$ cat config.mk
export PLATFORM = sky130hd
export DESIGN_NAME = mips_multicycle_ctrl_flat
export DESIGN_NICKNAME = d
export VERILOG_FILES = /design/src/rtl/mips_multicycle_ctrl_if.sv /design/src/rtl/mips_multicycle_ctrl.sv /design/src/flat_wrapper.sv
export SDC_FILE = /design/constraint.sdc
export NUM_CORES = 1
export LEC_CHECK = 0
export ABC_AREA = 1
export ABC_CLOCK_PERIOD_IN_PS = 1700
export CORE_MARGIN = 2
export CORE_UTILIZATION = 34
export CTS_CLUSTER_DIAMETER = 30
export DETAILED_ROUTE_END_ITERATION = 8
export HOLD_SLACK_MARGIN = 0.03
export PLACE_DENSITY = 0.68
export SETUP_SLACK_MARGIN = 0.3
export SLEW_MARGIN = 25
export SYNTH_ARGS = -nofsm -noshare
export SYNTH_HDL_FRONTEND = slang
export SYNTH_SLANG_ARGS = --single-unit
$ cat constraint.sdc
create_clock -name clk -period 1.7 [get_ports clk]
set_clock_uncertainty 0.2 [all_clocks]
set_input_delay 0.255 -clock clk [delete_from_list [all_inputs] [get_ports clk]]
set_output_delay 0.255 -clock clk [all_outputs]
set_load 0.02 [all_outputs]
$ cat src/rtl/mips_multicycle_ctrl_if.sv
// Control bus between the multicycle MIPS control FSM (master) and Datapath_32 (slave).
// Carries the decoded opcode and memory handshake in, and the datapath strobes out.
interface mips_multicycle_ctrl_if;
  logic [5:0] opcode;
  logic       mem_ready;
  logic       RegDst;
  logic       Jump;
  logic       Branch;
  logic       MemRead;
  logic       MemtoReg;
  logic       MemWrite;
  logic       ALUSrc;
  logic       RegWrite;
  logic [1:0] ALUOp;
  logic       PCWrite;
  logic       IRWrite;
  logic       IorD;
  logic [3:0] state_o;
  logic       instr_done;
  logic       illegal;

  modport master (
    input  opcode, mem_ready,
    output RegDst, Jump, Branch, MemRead, MemtoReg, MemWrite, ALUSrc, RegWrite,
    output ALUOp, PCWrite, IRWrite, IorD, state_o, instr_done, illegal
  );

  modport slave (
    output opcode, mem_ready,
    input  RegDst, Jump, Branch, MemRead, MemtoReg, MemWrite, ALUSrc, RegWrite,
    input  ALUOp, PCWrite, IRWrite, IorD, state_o, instr_done, illegal
  );
endinterface

$ cat src/rtl/mips_multicycle_ctrl.sv
// Multicycle MIPS main control FSM: one state per datapath step, stalls on mem_ready.
// Optional macro CTRL_ILLEGAL_TRAP_EN: unknown opcodes trap (sticky illegal) instead of executing as NOP.
module mips_multicycle_ctrl (
  input  logic                   clk,
  input  logic                   rst_n,
  mips_multicycle_ctrl_if.master bus
);

  localparam logic [5:0] OP_RTYPE = 6'b000000;
  localparam logic [5:0] OP_LW    = 6'b100011;
  localparam logic [5:0] OP_SW    = 6'b101011;
  localparam logic [5:0] OP_BEQ   = 6'b000100;
  localparam logic [5:0] OP_J     = 6'b000010;
  localparam logic [5:0] OP_ADDI  = 6'b001000;

  typedef enum logic [3:0] {
    S_FETCH     = 4'd0,
    S_DECODE    = 4'd1,
    S_MEM_ADDR  = 4'd2,
    S_MEM_READ  = 4'd3,
    S_MEM_WB    = 4'd4,
    S_MEM_WRITE = 4'd5,
    S_EXECUTE   = 4'd6,
    S_R_WB      = 4'd7,
    S_BRANCH    = 4'd8,
    S_JUMP      = 4'd9,
    S_ADDI_EX   = 4'd10,
    S_ADDI_WB   = 4'd11,
    S_TRAP      = 4'd12
  } state_e;

  typedef struct packed {
    logic       reg_dst;
    logic       jump;
    logic       branch;
    logic       mem_read;
    logic       mem_to_reg;
    logic       mem_write;
    logic       alu_src;
    logic       reg_write;
    logic [1:0] alu_op;
    logic       pc_write;
    logic       ir_write;
    logic       i_or_d;
    logic       instr_done;
  } ctrl_t;

  state_e state_q;
  state_e state_d;
  ctrl_t  ctrl_s;

  function automatic logic op_known(input logic [5:0] op);
    case (op)
      OP_RTYPE, OP_LW, OP_SW, OP_BEQ, OP_J, OP_ADDI: op_known = 1'b1;
      default:                                        op_known = 1'b0;
    endcase
  endfunction

  // State register
  always_ff @(posedge clk or negedge rst_n) begin
    if (!rst_n) begin
      state_q <= S_FETCH;
    end else begin
      state_q <= state_d;
    end
  end

  // Next-state logic; opcode is only trusted from DECODE onward
  always_comb begin
    state_d = state_q;
    case (state_q)
      S_FETCH: begin
        if (bus.mem_ready) state_d = S_DECODE;
        else               state_d = S_FETCH;
      end
      S_DECODE: begin
        case (bus.opcode)
          OP_LW, OP_SW: state_d = S_MEM_ADDR;
          OP_RTYPE:     state_d = S_EXECUTE;
          OP_BEQ:       state_d = S_BRANCH;
          OP_J:         state_d = S_JUMP;
          OP_ADDI:      state_d = S_ADDI_EX;
`ifdef CTRL_ILLEGAL_TRAP_EN
          default:      state_d = S_TRAP;
`else
          default:      state_d = S_FETCH;
`endif
        endcase
      end
      S_MEM_ADDR: begin
        case (bus.opcode)
          OP_LW:   state_d = S_MEM_READ;
          OP_SW:   state_d = S_MEM_WRITE;
          default: state_d = S_FETCH;
        endcase
      end
      S_MEM_READ: begin
        if (bus.mem_ready) state_d = S_MEM_WB;
        else               state_d = S_MEM_READ;
      end
      S_MEM_WRITE: begin
        if (bus.mem_ready) state_d = S_FETCH;
        else               state_d = S_MEM_WRITE;
      end
      S_EXECUTE: state_d = S_R_WB;
      S_ADDI_EX: state_d = S_ADDI_WB;
      S_MEM_WB, S_R_WB, S_BRANCH, S_JUMP, S_ADDI_WB: state_d = S_FETCH;
`ifdef CTRL_ILLEGAL_TRAP_EN
      S_TRAP:    state_d = S_TRAP;
`endif
      default:   state_d = S_FETCH;
    endcase
  end

  // Output decode; gated by rst_n so a pending write is dropped the moment reset asserts
  always_comb begin
    ctrl_s = '0;
    if (rst_n) begin
      case (state_q)
        S_FETCH: begin
          ctrl_s.mem_read = 1'b1;
          ctrl_s.ir_write = bus.mem_ready;
          ctrl_s.pc_write = bus.mem_ready;
        end
        S_DECODE: begin
`ifdef CTRL_ILLEGAL_TRAP_EN
          ctrl_s.instr_done = 1'b0;
`else
          ctrl_s.instr_done = ~op_known(bus.opcode);
`endif
        end
        S_MEM_ADDR: begin
          ctrl_s.alu_src = 1'b1;
          ctrl_s.alu_op  = 2'b00;
        end
        S_MEM_READ: begin
          ctrl_s.mem_read = 1'b1;
          ctrl_s.i_or_d   = 1'b1;
        end
        S_MEM_WB: begin
          ctrl_s.reg_write  = 1'b1;
          ctrl_s.mem_to_reg = 1'b1;
          ctrl_s.instr_done = 1'b1;
        end
        S_MEM_WRITE: begin
          ctrl_s.mem_write  = 1'b1;
          ctrl_s.i_or_d     = 1'b1;
          ctrl_s.instr_done = bus.mem_ready;
        end
        S_EXECUTE: begin
          ctrl_s.alu_op = 2'b10;
        end
        S_R_WB: begin
          ctrl_s.reg_write  = 1'b1;
          ctrl_s.reg_dst    = 1'b1;
          ctrl_s.instr_done = 1'b1;
        end
        S_BRANCH: begin
          ctrl_s.branch     = 1'b1;
          ctrl_s.alu_op     = 2'b01;
          ctrl_s.instr_done = 1'b1;
        end
        S_JUMP: begin
          ctrl_s.jump       = 1'b1;
          ctrl_s.pc_write   = 1'b1;
          ctrl_s.instr_done = 1'b1;
        end
        S_ADDI_EX: begin
          ctrl_s.alu_src = 1'b1;
          ctrl_s.alu_op  = 2'b00;
        end
        S_ADDI_WB: begin
          ctrl_s.reg_write  = 1'b1;
          ctrl_s.instr_done = 1'b1;
        end
        default: ctrl_s = '0;
      endcase
    end else begin
      ctrl_s = '0;
    end
  end

  assign bus.RegDst     = ctrl_s.reg_dst;
  assign bus.Jump       = ctrl_s.jump;
  assign bus.Branch     = ctrl_s.branch;
  assign bus.MemRead    = ctrl_s.mem_read;
  assign bus.MemtoReg   = ctrl_s.mem_to_reg;
  assign bus.MemWrite   = ctrl_s.mem_write;
  assign bus.ALUSrc     = ctrl_s.alu_src;
  assign bus.RegWrite   = ctrl_s.reg_write;
  assign bus.ALUOp      = ctrl_s.alu_op;
  assign bus.PCWrite    = ctrl_s.pc_write;
  assign bus.IRWrite    = ctrl_s.ir_write;
  assign bus.IorD       = ctrl_s.i_or_d;
  assign bus.instr_done = ctrl_s.instr_done;
  assign bus.state_o    = rst_n ? 4'(state_q) : 4'd0;

`ifdef CTRL_ILLEGAL_TRAP_EN
  logic illegal_q;
  logic illegal_d;

  // Sticky flag set on the DECODE cycle that sends the FSM into TRAP
  always_comb begin
    if (state_q == S_DECODE && !op_known(bus.opcode)) illegal_d = 1'b1;
    else                                                illegal_d = illegal_q;
  end

  // Illegal flag register, cleared only by reset
  always_ff @(posedge clk or negedge rst_n) begin
    if (!rst_n) begin
      illegal_q <= 1'b0;
    end else begin
      illegal_q <= illegal_d;
    end
  end

  assign bus.illegal = illegal_q;
`else
  assign bus.illegal = 1'b0;
`endif

endmodule

$ cat src/flat_wrapper.sv
// flat-port wrapper written by rule: the top's interface ports become plain ports
module mips_multicycle_ctrl_flat 
  (clk, rst_n, bus_opcode, bus_mem_ready, bus_RegDst, bus_Jump, bus_Branch, bus_MemRead, bus_MemtoReg, bus_MemWrite, bus_ALUSrc, bus_RegWrite, bus_ALUOp, bus_PCWrite, bus_IRWrite, bus_IorD, bus_state_o, bus_instr_done, bus_illegal);
  mips_multicycle_ctrl_if bus_i ();
  input  logic clk;
  input  logic rst_n;
  input wire logic [$bits(bus_i.opcode)-1:0] bus_opcode;
  input wire logic [$bits(bus_i.mem_ready)-1:0] bus_mem_ready;
  output wire logic [$bits(bus_i.RegDst)-1:0] bus_RegDst;
  output wire logic [$bits(bus_i.Jump)-1:0] bus_Jump;
  output wire logic [$bits(bus_i.Branch)-1:0] bus_Branch;
  output wire logic [$bits(bus_i.MemRead)-1:0] bus_MemRead;
  output wire logic [$bits(bus_i.MemtoReg)-1:0] bus_MemtoReg;
  output wire logic [$bits(bus_i.MemWrite)-1:0] bus_MemWrite;
  output wire logic [$bits(bus_i.ALUSrc)-1:0] bus_ALUSrc;
  output wire logic [$bits(bus_i.RegWrite)-1:0] bus_RegWrite;
  output wire logic [$bits(bus_i.ALUOp)-1:0] bus_ALUOp;
  output wire logic [$bits(bus_i.PCWrite)-1:0] bus_PCWrite;
  output wire logic [$bits(bus_i.IRWrite)-1:0] bus_IRWrite;
  output wire logic [$bits(bus_i.IorD)-1:0] bus_IorD;
  output wire logic [$bits(bus_i.state_o)-1:0] bus_state_o;
  output wire logic [$bits(bus_i.instr_done)-1:0] bus_instr_done;
  output wire logic [$bits(bus_i.illegal)-1:0] bus_illegal;
  assign bus_i.opcode = bus_opcode;
  assign bus_i.mem_ready = bus_mem_ready;
  assign bus_RegDst = bus_i.RegDst;
  assign bus_Jump = bus_i.Jump;
  assign bus_Branch = bus_i.Branch;
  assign bus_MemRead = bus_i.MemRead;
  assign bus_MemtoReg = bus_i.MemtoReg;
  assign bus_MemWrite = bus_i.MemWrite;
  assign bus_ALUSrc = bus_i.ALUSrc;
  assign bus_RegWrite = bus_i.RegWrite;
  assign bus_ALUOp = bus_i.ALUOp;
  assign bus_PCWrite = bus_i.PCWrite;
  assign bus_IRWrite = bus_i.IRWrite;
  assign bus_IorD = bus_i.IorD;
  assign bus_state_o = bus_i.state_o;
  assign bus_instr_done = bus_i.instr_done;
  assign bus_illegal = bus_i.illegal;
  mips_multicycle_ctrl u_core (.clk(clk), .rst_n(rst_n), .bus(bus_i));
endmodule
==> reports/results.ini <==
[layout]
most-common-layout-cells=buf_4 (27), buf_6 (22), nand2_1 (15)
largest_register_ffs=4
area_growth_syn_to_layout_pct=146.1
design_area_um2=1349
antenna_cells=0
regMostFlops=u_core.state_q
final_common_cell=buf_4
layout.nets=176
top_regs=u_core.state_q (4)
final_cells=181
drive_gt1_share_pct=66.67

[clocking]
cts_tree=done
numCtsBuffers=3
h-tree-depth=1
numClockSinks=4
clkTransAtPathRegs_ns=0.05
clock_path_buffers=2
clk_latency_ns=0.25
root_buffer=clkbuf_4

[synthesis]
yosysWarnings=0
async_flop_share_pct=100.0
syn_nets=113
synth_area_leaders=dfrtp_1 (18%), nand2_1 (18%), nor2_1 (14%)
yosysSeqAreaShare_pct=18.26
ys_ff_latch=4
synth_edf_count=0
yosysTopAreaCellShare_pct=18.26
synth_top_area_cell=dfrtp_1
ys_types=23
synth_flop_cell=dfrtp_1
synth_cells=104
netlist_area_um2=548.0
synth.avg_cell_area_um2=5.269

[routing]
vias_per_cell=5.298
routed_wl_um=2740
wire_per_inst_um=15.14
drt-initial-drc-count=43
vias=959
ant_nets=0
dr.pass1.iters=4
drc=0

[floorplan]
io_pins=28
design.die.area_um2=1949
rows=14
start_util_pct=36.38
die_y_um=44.15
die_w_um=44.15
core_area_um2=1506

[sta]
period_needed_ns=1.998
setup_viol=15
final.setup.worst_slack_ns=-0.2980
fin_crit_sh_pct=117.5
slew_violations=0
fmax_mhz=500.5
hold_slack_ns=0.3113
rsz0062_at_grt=true
hold_viol=0

[grt]
grt_max_degree=11
grt_pass1_wl_um=3622
antenna_found_initial=0
first_global_vias=863
gr-usage-all-layers_pct=25.02
globalRouteOverflowTotal=0

[place]
post-place-cells=163
routabilityCongestion=0.8664
post-dp-hpwl_um=1393
io_buffers=26
placed_area_um2=1036

[pwr]
seqPwrFrac_pct=22.7
p_sw_share_pct=38.61
p_clk_share_pct=25.6
peakVddDrop_v=0.0006814
power_frac_comb_pct=51.7
cell_internal_pwr_uw=299.3
p_switching_uw=188.2
p_per_area_nw_per_um2=361.4
p_leak_nw=0.7190

[flow_run]
drv_cap=0

[critical_path]
cp.required_ns=1.24
path_class=register to output pin
worstPathArrival_ns=1.54
cp_max_fo=4
cp-start-kind=register
cp-end-kind=output pin

[outcome]
status=finished with violations
violations=setup timing

[worst_hold_path]
hold_path_class=primary input to register

==> kinds of logic after synthesis <==
| logic type | count (synthesis) | share of synthesized area [%] |
|---|---|---|
| AOI/OAI and AO/OA | 9 | 11.19 |
| other | 1 | 0.6843 |
| buffers and inverters | 24 | 17.12 |
| and+or+nand+nor | 66 | 52.74 |
| DFF | 4 | 18.27 |
==> critical path, cell delays in order, from the launching register on <==
cell and delay [ns]:
dfrtp_2 0.45, buf_6 0.14, nor2_4 0.11, buf_6 0.14
nand3_4 0.09, o22ai_1 0.19, buf_4 0.18
==> synthesized netlist by cell type (all sizes together), types with 2 or more instances <==
library cell,count
nand3,8
dfrtp,4
o21ai,2
nor2,24
a21oi,2
inv,22
nor3,5
nand2,27
==> path summary, 6_finish.rpt <==
| check | start | to | slack, ns | cells after the start |
|---|---|---|---|---|
| worst min-delay path | bus_opcode[3] | u_core.state_q[2]$_DFF_PN0_ | 0.31 | 3 |
| min in group asynchronous | rst_n | u_core.state_q[0]$_DFF_PN0_ | 0.64 | 4 |
| max in group asynchronous | rst_n | u_core.state_q[2]$_DFF_PN0_ | 0.53 | 4 |
| worst max register to register | u_core.state_q[3]$_DFF_PN0_ | u_core.state_q[2]$_DFF_PN0_ | -0.02 | 8 |
| worst min register to register | u_core.state_q[2]$_DFF_PN0_ | u_core.state_q[3]$_DFF_PN0_ | 0.56 | 3 |
| worst max-delay path | u_core.state_q[3]$_DFF_PN0_ | bus_PCWrite | -0.30 | 6 |
==> repair_timing <==
| action | in CTS | in global routing |
|---|---|---|
| endpoints found under the setup margin | 22 | 21 |
| endpoints found under the hold margin | 4 | 0 |
| setup buffers | 7 | 7 |
| pin swaps | 10 | 13 |
| hold buffers | 1 | 0 |
| gates resized for setup | 135 | 33 |
==> per-stage QoR <==
step | total power, mW | utilization (%) | setup WS [ns] | setup TNS (ns)
finish | 0.4875 | 89.53 | -0.2980 | -1.885
global route | 0.5129 | 89.53 | -0.3412 | -2.678
CTS | 0.4438 | 78.82 | -0.1634 | -0.6816
detailed placement | 0.2830 | 68.77 | -0.7599 | -9.022
global placement | 0.2802 | 68.77 | -0.7091 | -8.578
floorplan | 0.1922 | - | 0.1530 | 0
==> routing by layer <==
metal	global-route usage, %	vias up	wire length [um]
met5	0	-	0
met4	7.273	0	68
met3	6.939	11	231
met2	45.00	65	1381
met1	28.61	439	1059
li1	-	444	-
==> final cells by class <==
| cell class | instances | area [um2] |
|---|---|---|
| Tap cell | 16 | 20.02 |
| Multi-Input combinational cell | 76 | 559.3 |
| Sequential cell | 4 | 105.1 |
| Fill cell | 84 | 157.7 |
| Inverter | 23 | 90.09 |
| Timing Repair Buffer | 59 | 551.8 |
| Clock buffer | 3 | 22.52 |
==> power groups by stage <==
stage / clock network, mW / logic [mW] / registers, mW
4_1_cts: 0.126 / 0.210 / 0.108
6_report: 0.125 / 0.252 / 0.111
3_3_place_gp: 0 / 0.173 / 0.107
3_5_place_dp: 0 / 0.176 / 0.107
5_1_grt: 0.136 / 0.266 / 0.111
2_1_floorplan: 0 / 0.0860 / 0.106
Power figures use the tool's default switching activity.
